--- config.mk ---
export PLATFORM = sky130hd
export DESIGN_NAME = clkgen_multi
export DESIGN_NICKNAME = d
export VERILOG_FILES = /design/src/rtl/clkgen_pkg.sv /design/src/rtl/clkgen_sel_switch.sv /design/src/rtl/clkgen_multi.sv
export SDC_FILE = /design/constraint.sdc
export NUM_CORES = 1
export LEC_CHECK = 0
export ABC_AREA = 1
export CAP_MARGIN = 20
export CORE_ASPECT_RATIO = 1.25
export CORE_MARGIN = 1
export CORE_UTILIZATION = 42
export DETAILED_ROUTE_END_ITERATION = 8
export GPL_TIMING_DRIVEN = 0
export PLACE_DENSITY = 0.8
export SLEW_MARGIN = 5
export SYNTH_ARGS = -nofsm -noshare
export SYNTH_HDL_FRONTEND = slang
export SYNTH_SLANG_ARGS = --single-unit
--- constraint.sdc ---
create_clock -name clk_8f_in -period 1.2 [get_ports clk_8f_in]
set_input_delay 0.24 -clock clk_8f_in [delete_from_list [all_inputs] [get_ports clk_8f_in]]
set_output_delay 0.24 -clock clk_8f_in [all_outputs]
set_load 0.005 [all_outputs]
--- src/rtl/clkgen_pkg.sv ---
`default_nettype none
// ============================================================================
// Module   : clkgen_pkg
// Brief    : Shared constants, select-width helper and select-FSM states for
//            the multi-output PHY clock generator.
// Revision : 1.0 - initial parametrised release
// ============================================================================
package clkgen_pkg;

    // Legal range for the number of divided outputs
    localparam int N_DIV_MIN = 1;
    localparam int N_DIV_MAX = 16;

    // Width of a select index able to address n outputs, never below 1
    function automatic int sel_width(input int n);
        int w;
        w = 1;
        while ((1 << w) < n) begin
            w = w + 1;
        end
        return w;
    endfunction

    // Output-select state machine states
    typedef enum logic [0:0] {
        SEL_IDLE = 1'b0,
        SEL_PEND = 1'b1
    } sel_state_t;

endpackage
`default_nettype wire

--- src/rtl/clkgen_sel_switch.sv ---
`default_nettype none
// ============================================================================
// Module   : clkgen_sel_switch
// Brief    : Glitch-free output selector. A new index is accepted in IDLE and
//            only committed on the counter wrap (all divided clocks rise
//            together), so clk_sel never produces a runt pulse.
// Revision : 1.0 - initial parametrised release
// ============================================================================
module clkgen_sel_switch
    import clkgen_pkg::*;
#(
    parameter int N_DIV   = 3,
    parameter int SEL_RST = 0,
    parameter int SEL_W   = 2
)(
    input  logic             clk,
    input  logic             rst,
    input  logic             en,
    input  logic             wrap,
    input  logic [N_DIV-1:0] cnt,
    input  logic [N_DIV-1:0] cnt_next,
    input  logic [SEL_W-1:0] sel_in,
    output logic             clk_sel,
    output logic             sel_busy,
    output logic             sel_err
);

    sel_state_t       r_state;
    sel_state_t       w_state_next;
    logic [SEL_W-1:0] r_sel_pend;
    logic [SEL_W-1:0] r_sel_active;
    logic [SEL_W-1:0] w_pend_next;
    logic [SEL_W-1:0] w_active_next;
    logic             r_sel_busy;
    logic             w_busy_next;
    logic             r_sel_err;
    logic             w_err_next;
    logic             r_clk_sel;
    logic             w_bit_next;
    logic             w_bit_hold;

    // Select state register
    always_ff @(posedge clk) begin
        if (rst) begin
            r_state <= SEL_IDLE;
        end else begin
            r_state <= w_state_next;
        end
    end

    // Next-state logic: accept requests in IDLE, commit on the enabled wrap
    always_comb begin
        w_state_next  = r_state;
        w_pend_next   = r_sel_pend;
        w_active_next = r_sel_active;
        w_busy_next   = r_sel_busy;
        w_err_next    = 1'b0;
        case (r_state)
            SEL_IDLE: begin
                if (32'(sel_in) >= 32'(N_DIV)) begin
                    w_err_next = 1'b1;
                end else if (sel_in != r_sel_active) begin
                    w_pend_next  = sel_in;
                    w_busy_next  = 1'b1;
                    w_state_next = SEL_PEND;
                end
            end
            SEL_PEND: begin
                if (wrap) begin
                    w_active_next = r_sel_pend;
                    w_busy_next   = 1'b0;
                    w_state_next  = SEL_IDLE;
                end
            end
            default: begin
                w_state_next = SEL_IDLE;
                w_busy_next  = 1'b0;
            end
        endcase
    end

    // Pick the selected divided-clock bit; clk_div[k] lives in cnt[N_DIV-1-k]
    always_comb begin
        w_bit_next = 1'b0;
        w_bit_hold = 1'b0;
        for (int k = 0; k < N_DIV; k++) begin
            if (w_active_next == SEL_W'(k)) begin
                w_bit_next = cnt_next[N_DIV-1-k];
            end
            if (r_sel_active == SEL_W'(k)) begin
                w_bit_hold = cnt[N_DIV-1-k];
            end
        end
    end

    // Selector data registers; clk_sel follows the frozen counter when disabled
    always_ff @(posedge clk) begin
        if (rst) begin
            r_sel_pend   <= SEL_W'(SEL_RST);
            r_sel_active <= SEL_W'(SEL_RST);
            r_sel_busy   <= 1'b0;
            r_sel_err    <= 1'b0;
            r_clk_sel    <= 1'b0;
        end else begin
            r_sel_pend   <= w_pend_next;
            r_sel_active <= w_active_next;
            r_sel_busy   <= w_busy_next;
            r_sel_err    <= w_err_next;
            r_clk_sel    <= en ? w_bit_next : w_bit_hold;
        end
    end

    assign clk_sel  = r_clk_sel;
    assign sel_busy = r_sel_busy;
    assign sel_err  = r_sel_err;

endmodule
`default_nettype wire

--- src/rtl/clkgen_multi.sv ---
`default_nettype none
// ============================================================================
// Module   : clkgen_multi
// Brief    : Derives N_DIV power-of-two divided clocks from clk_8f_in with a
//            single down-counter; adds rising-edge ticks, a ready flag and a
//            glitch-free selectable clock output.
// Revision : 1.0 - initial parametrised release
// ============================================================================
module clkgen_multi
    import clkgen_pkg::*;
#(
    parameter int N_DIV   = 3,
    parameter int SEL_RST = 0,
    localparam int SEL_W  = sel_width(N_DIV)
)(
    input  logic             clk_8f_in,
    input  logic             resetCLK,
    input  logic             en,
    input  logic [SEL_W-1:0] sel_in,
    output logic             clk_8f,
    output logic [N_DIV-1:0] clk_div,
    output logic [N_DIV-1:0] tick,
    output logic             clk_sel,
    output logic             sel_busy,
    output logic             sel_err,
    output logic             ready
);

    // Elaboration-time parameter guard
    if (N_DIV < N_DIV_MIN || N_DIV > N_DIV_MAX || SEL_RST < 0 || SEL_RST >= N_DIV) begin : g_param_check
        $error("clkgen_multi: illegal N_DIV/SEL_RST");
    end

    logic [N_DIV-1:0] r_cnt;
    logic [N_DIV-1:0] w_cnt_dec;
    logic [N_DIV-1:0] w_div_dec;
    logic [N_DIV-1:0] r_tick;
    logic             r_ready;
    logic             w_wrap;

    assign w_cnt_dec = r_cnt - N_DIV'(1);
    assign w_wrap    = en && (r_cnt == '0);

    // clk_div[k] carries cnt[N_DIV-1-k], so bit 0 is the slowest clock
    for (genvar k = 0; k < N_DIV; k++) begin : g_rev
        assign clk_div[k]   = r_cnt[N_DIV-1-k];
        assign w_div_dec[k] = w_cnt_dec[N_DIV-1-k];
    end

    // Free-running down-counter, frozen while en is low
    always_ff @(posedge clk_8f_in) begin
        if (resetCLK) begin
            r_cnt <= '0;
        end else if (en) begin
            r_cnt <= w_cnt_dec;
        end
    end

    // One-cycle strobe on every 0->1 transition of each divided clock
    always_ff @(posedge clk_8f_in) begin
        if (resetCLK) begin
            r_tick <= '0;
        end else if (en) begin
            r_tick <= w_div_dec & ~clk_div;
        end else begin
            r_tick <= '0;
        end
    end

    // Sticky ready once the counter first reaches zero
    always_ff @(posedge clk_8f_in) begin
        if (resetCLK) begin
            r_ready <= 1'b0;
        end else if (en && (w_cnt_dec == '0)) begin
            r_ready <= 1'b1;
        end
    end

    clkgen_sel_switch #(
        .N_DIV   (N_DIV),
        .SEL_RST (SEL_RST),
        .SEL_W   (SEL_W)
    ) u_sel_switch (
        .clk      (clk_8f_in),
        .rst      (resetCLK),
        .en       (en),
        .wrap     (w_wrap),
        .cnt      (r_cnt),
        .cnt_next (w_cnt_dec),
        .sel_in   (sel_in),
        .clk_sel  (clk_sel),
        .sel_busy (sel_busy),
        .sel_err  (sel_err)
    );

    assign clk_8f = clk_8f_in;
    assign tick   = r_tick;
    assign ready  = r_ready;

endmodule
`default_nettype wire
==> flow_results.org, run 1 <==
** Outcome
- The run finished, with violations left.
- Failing checks :: setup timing

** Floorplanning
- Area inside the core boundary :: about 1600 um2
- Measured along the y axis, the die boundary spans around 47 um.
- The initial utilization of the core area, before any placement, comes to between 40 and 50%.
- Top-level I/O count :: 16
- The initialized floorplan defines 16 standard-cell rows.
- Total Die Area :: approximately 1800 um2
- Measured along the x axis, the die boundary spans ~38 um.

** Timing
- Rel. slew slack :: 63.63%
- Fmax :: roughly 730 MHz
- Endpoints failing hold :: 0
- Slew of the pin with the lowest slew margin :: 0.5455 ns
- Slew Limit Fails :: 0
- Dividing the final minimum period by the clock period gives 113.5%.
- In the post-route analysis, the smallest setup slack over all paths is -0.1617 ns.
- On the final layout, the worst hold slack is roughly 0.47 ns.
- The worst path in the final design needs a cycle of around 1.4 ns, including I/O delays and setup.
- RSZ-0062 raised after global routing :: true
- For the final routed database, the setup TNS stands at -0.4325 ns.
- Setup violations remaining at the end of the flow were counted as 4.
- For the final database, setup skew stands at roughly 0.0017 ns.

** Synthesis
- Summing the areas of all compound-gate instances in the mapped netlist gives 10.65% of the synthesized area.
- In the synthesized netlist the async set-or-reset flop fraction comes to 0%.
- Among all flip-flop cells after synthesis, the most frequent one is dfxtp_1.
- Post-Syn Nets :: between 100 and 150
- Syn avg cell area :: 7.534 um2
- Multiplexer area fraction after synthesis :: 0%
- The synthesized netlist devotes between 20% and 30% of its cell area to simple gates.
- The synthesized design contains 0 enable-type register cells.
- Number of instances in the synthesized netlist :: just over 90
- The synthesized netlist occupies a cell area of a little under 700 um2.
- By area, the combinational part of the netlist is dominated by simple AND/OR/NAND/NOR gates.
- Summing the areas of all fa, ha and maj instances in the mapped netlist gives 7.220% of the synthesized area.
- Synthesis instantiated 19 different standard cells from the library.
- YS warnings :: 0
- Of the total synthesized cell area, the portion taken by XOR and XNOR cells is approximately 1.3%.
- After synthesis the netlist holds a flip-flop and latch count of 15.
- For this run, the register share of the synthesized area comes to about 43%.

** Setup path
- STA classifies the critical path endpoint as a flop.
- The worst setup path is launched from a flop.
- Source of the worst register-to-register timing path :: r_cnt[0]$_SDFFE_PP0P_
- Startpoint of the most critical setup path :: r_cnt[0]$_SDFFE_PP0P_
- Worst r2r path cells :: 10
- The worst register-to-register path has a setup slack of -0.16 ns.
- STA puts the critical path data arrival time at between 1.5 and 2 ns.
- CP Data Required Time :: roughly 1.5 ns
- Critical register-to-register path endpoint :: u_sel_switch.sel_busy$_SDFFE_PP0P_
- Classification of the worst setup path :: flop to flop
- Of all nets on the critical path, the largest fanout is 3.

** Placed design
- Post-DP HPWL :: 947.8 um
- Post-placement worst setup slack :: -0.4505 ns
- Port Buf Inserts :: 15
- At the end of routability-driven placement, the weighted congestion stood at 0.8638.

** Worst hold path
- Counting instances, the worst hold path has a depth of 2.
- In this run the worst hold path is classified as flop to flop.
- The path with the worst hold slack has its endpoint at ready$_SDFFE_PP0P_.
- In this run the most critical hold path is launched from ready$_SDFFE_PP0P_.

** Clocking
- Insertion delay to the later sink of the worst-skew pair :: approximately 0.43 ns
- Buffers inserted to repair hold after CTS numbered 0.
- Clock transition at the register clock pins on the worst setup and hold paths after CTS :: around 0.090 ns
- TritonCTS built the clock tree.

** Drt
- Via count normalized by instance count :: 5.092
- DR WL/cell :: 13.79 um
- Wire length after detailed routing :: 1.945 mm
- Vias after detailed routing :: ~720
- The first detailed-routing pass took 4 iterations.
- In the routed design, unresolved DRC markers number 0.
- Count of antenna-violating nets left after detailed routing :: 0
- In this run, the number of DRC markers left after iteration 0 of detailed routing was 10.

** Power
- Total leakage power :: slightly above 0.5 nW
- Maximum vdd ir drop :: around 1.1 mV
- In this run the power density over the cells is about 1400 nW/um2.

** Cells and area
- The post-route netlist has 45.53% of its cells at a drive strength greater than 1.
- The final layout contains between 100 and 150 nets.
- N_diodes :: 0
- Compared with the post-synthesis result, the final layout area differs by 59.39%.
- Cells fill 70.75% of the core in the end.

** GRT
- Remaining Overflow, GRT :: 0
- First-pass GRT wire length :: ~2.5 mm
- Antenna violations before repair :: 0
- Largest net degree at the start of global routing :: 11
- The via count of the first global-routing pass came to between 600 and 700.
- Global routing used 21.41% of the available tracks.

** Flow run
- Max-capacitance violation count :: 0
==> layer usage <==
layer / vias up / wire, um / global-route usage (%) / part of all wire, %
li1: 357 / - / - / -
met1: 322 / 728 / 22.61 / 37
met2: 26 / 1001 / 32.88 / 51
met3: 13 / 102 / 10.23 / 5.2
met4: 0 / 112 / 16.55 / 5.8
met5: - / 0 / 0 / 0
==> worst max-delay path by stage <==
stage	slack, ns	end
2_1_floorplan	0.003	u_sel_switch.clk_sel$_SDFF_PP0_
3_3_place_gp	-0.44	u_sel_switch.clk_sel$_SDFF_PP0_
3_5_place_dp	-0.45	u_sel_switch.clk_sel$_SDFF_PP0_
4_1_cts	-0.11	u_sel_switch.clk_sel$_SDFF_PP0_
5_1_grt	-0.21	u_sel_switch.clk_sel$_SDFF_PP0_
6_report	-0.16	u_sel_switch.sel_busy$_SDFFE_PP0P_
==> area by class of cell <==
| class | count | area, um2 |
|---|---|---|
| Fill cell | 108 | 456.7 |
| Multi-Input combinational cell | 58 | 426.7 |
| Sequential cell | 15 | 314.1 |
| Timing Repair Buffer | 24 | 196.4 |
| Inverter | 17 | 81.33 |
| Clock buffer | 7 | 52.55 |
| Tap cell | 18 | 22.52 |
| Buffer | 2 | 11.26 |
==> registers in the layout, summed over array words and instances (netlist names) <==
register / count
r_cnt: 3
ready: 1
tick: 3
u_sel_switch.clk_sel: 1
u_sel_switch.r_sel_active: 2
u_sel_switch.r_sel_pend: 2
u_sel_switch.r_state: 1
u_sel_switch.sel_busy: 1
u_sel_switch.sel_err: 1
==> cell families (layout without fill, tap and decap cells) <==
kind of cell / Yosys count / after routing
flip-flops: 15 / 15
XOR/XNOR: 1 / 1
adder cells (fa/ha/maj): 4 / 4
buffers and inverters: 19 / 50
AND/OR/NAND/NOR: 39 / 39
AO/OA/AOI/OAI: 14 / 14
==> synth_stat cells (all sizes together), types with 3 or more instances <==
cell   instances  area (um2)
nand2         21       88.83
inv           17       63.81
dfxtp         15       300.3
a21oi          9       45.04
nand3          9       50.05
nor2           7       33.78
ha             4       50.05
o21ai          3       15.01
==> through the flow <==
stage | total power, mW | std cells | area, um2
2_1_floorplan | 0.7839 | 92 | 698.2
3_3_place_gp | 0.9462 | 125 | 870.8
3_5_place_dp | 0.9522 | 125 | 870.8
4_1_cts | 1.421 | 139 | 1026
5_1_grt | 1.588 | 141 | 1105
6_report | 1.507 | 141 | 1105
==> critical path: stages (launching register included) <==
cell and delay [ns]:
dfxtp_4 0.35, buf_6 0.13, inv_8 0.06, ha_4 0.14, nand2_4 0.05, inv_4 0.08
nand2_4 0.07, buf_4 0.14, buf_6 0.10, nand2_1 0.05, a21oi_1 0.06
==> power breakdown <==
part           internal, mW  switching, mW  leakage [nW]
clock network         0.305          0.234        0.0350
registers             0.544         0.0280         0.127
logic                 0.188          0.207         0.349
total                  1.04          0.469         0.510
==> repair_timing <==
| item | 4_1_cts | 5_1_grt |
|---|---|---|
| gates cloned | 0 | 0 |
| resized for setup | 33 | 36 |
| buffers inserted | 7 | 3 |
| pin swaps | 6 | 10 |
| endpoints found under the setup margin | 13 | 16 |
==> cells in the final DEF (no fill, tap or decap) <==
| cell type | n |
|---|---|
| inv_2 | 2 |
| a21oi_1 | 8 |
| nor3_1 | 1 |
| clkbuf_2 | 6 |
| ha_4 | 3 |
| o22ai_1 | 1 |
| ha_1 | 1 |
| inv_8 | 2 |
| buf_4 | 8 |
| clkdlybuf4s15_1 | 4 |
| dfxtp_2 | 5 |
| nand2_2 | 4 |
| clkdlybuf4s50_1 | 4 |
| nor2_4 | 1 |
| clkbuf_1 | 2 |
| o211ai_1 | 1 |
| nand3_1 | 3 |
| inv_1 | 12 |
| nand3_2 | 5 |
| nand3_4 | 1 |
| inv_4 | 1 |
| nor2_2 | 2 |
| clkbuf_4 | 5 |
| xnor2_1 | 1 |
| nor2_1 | 4 |
| dfxtp_4 | 2 |
| nand2_4 | 4 |
| a21oi_2 | 1 |
| nand3b_1 | 1 |
| dfxtp_1 | 8 |
| nand2_1 | 13 |
| buf_6 | 4 |
| o21ai_0 | 3 |
Power figures use the tool's default switching activity.
==> run 2, diff against run 1 <==
- CORE_MARGIN: 1 -> not set
==> results of run 2 <==
Same layout as run 1: the final DEF is identical, and so are final timing and power.
==> run 3, diff against run 2 <==
- TNS_END_PERCENT: not set -> 100
==> results of run 3 <==
Same layout as run 1: the final DEF is identical, and so are final timing and power.
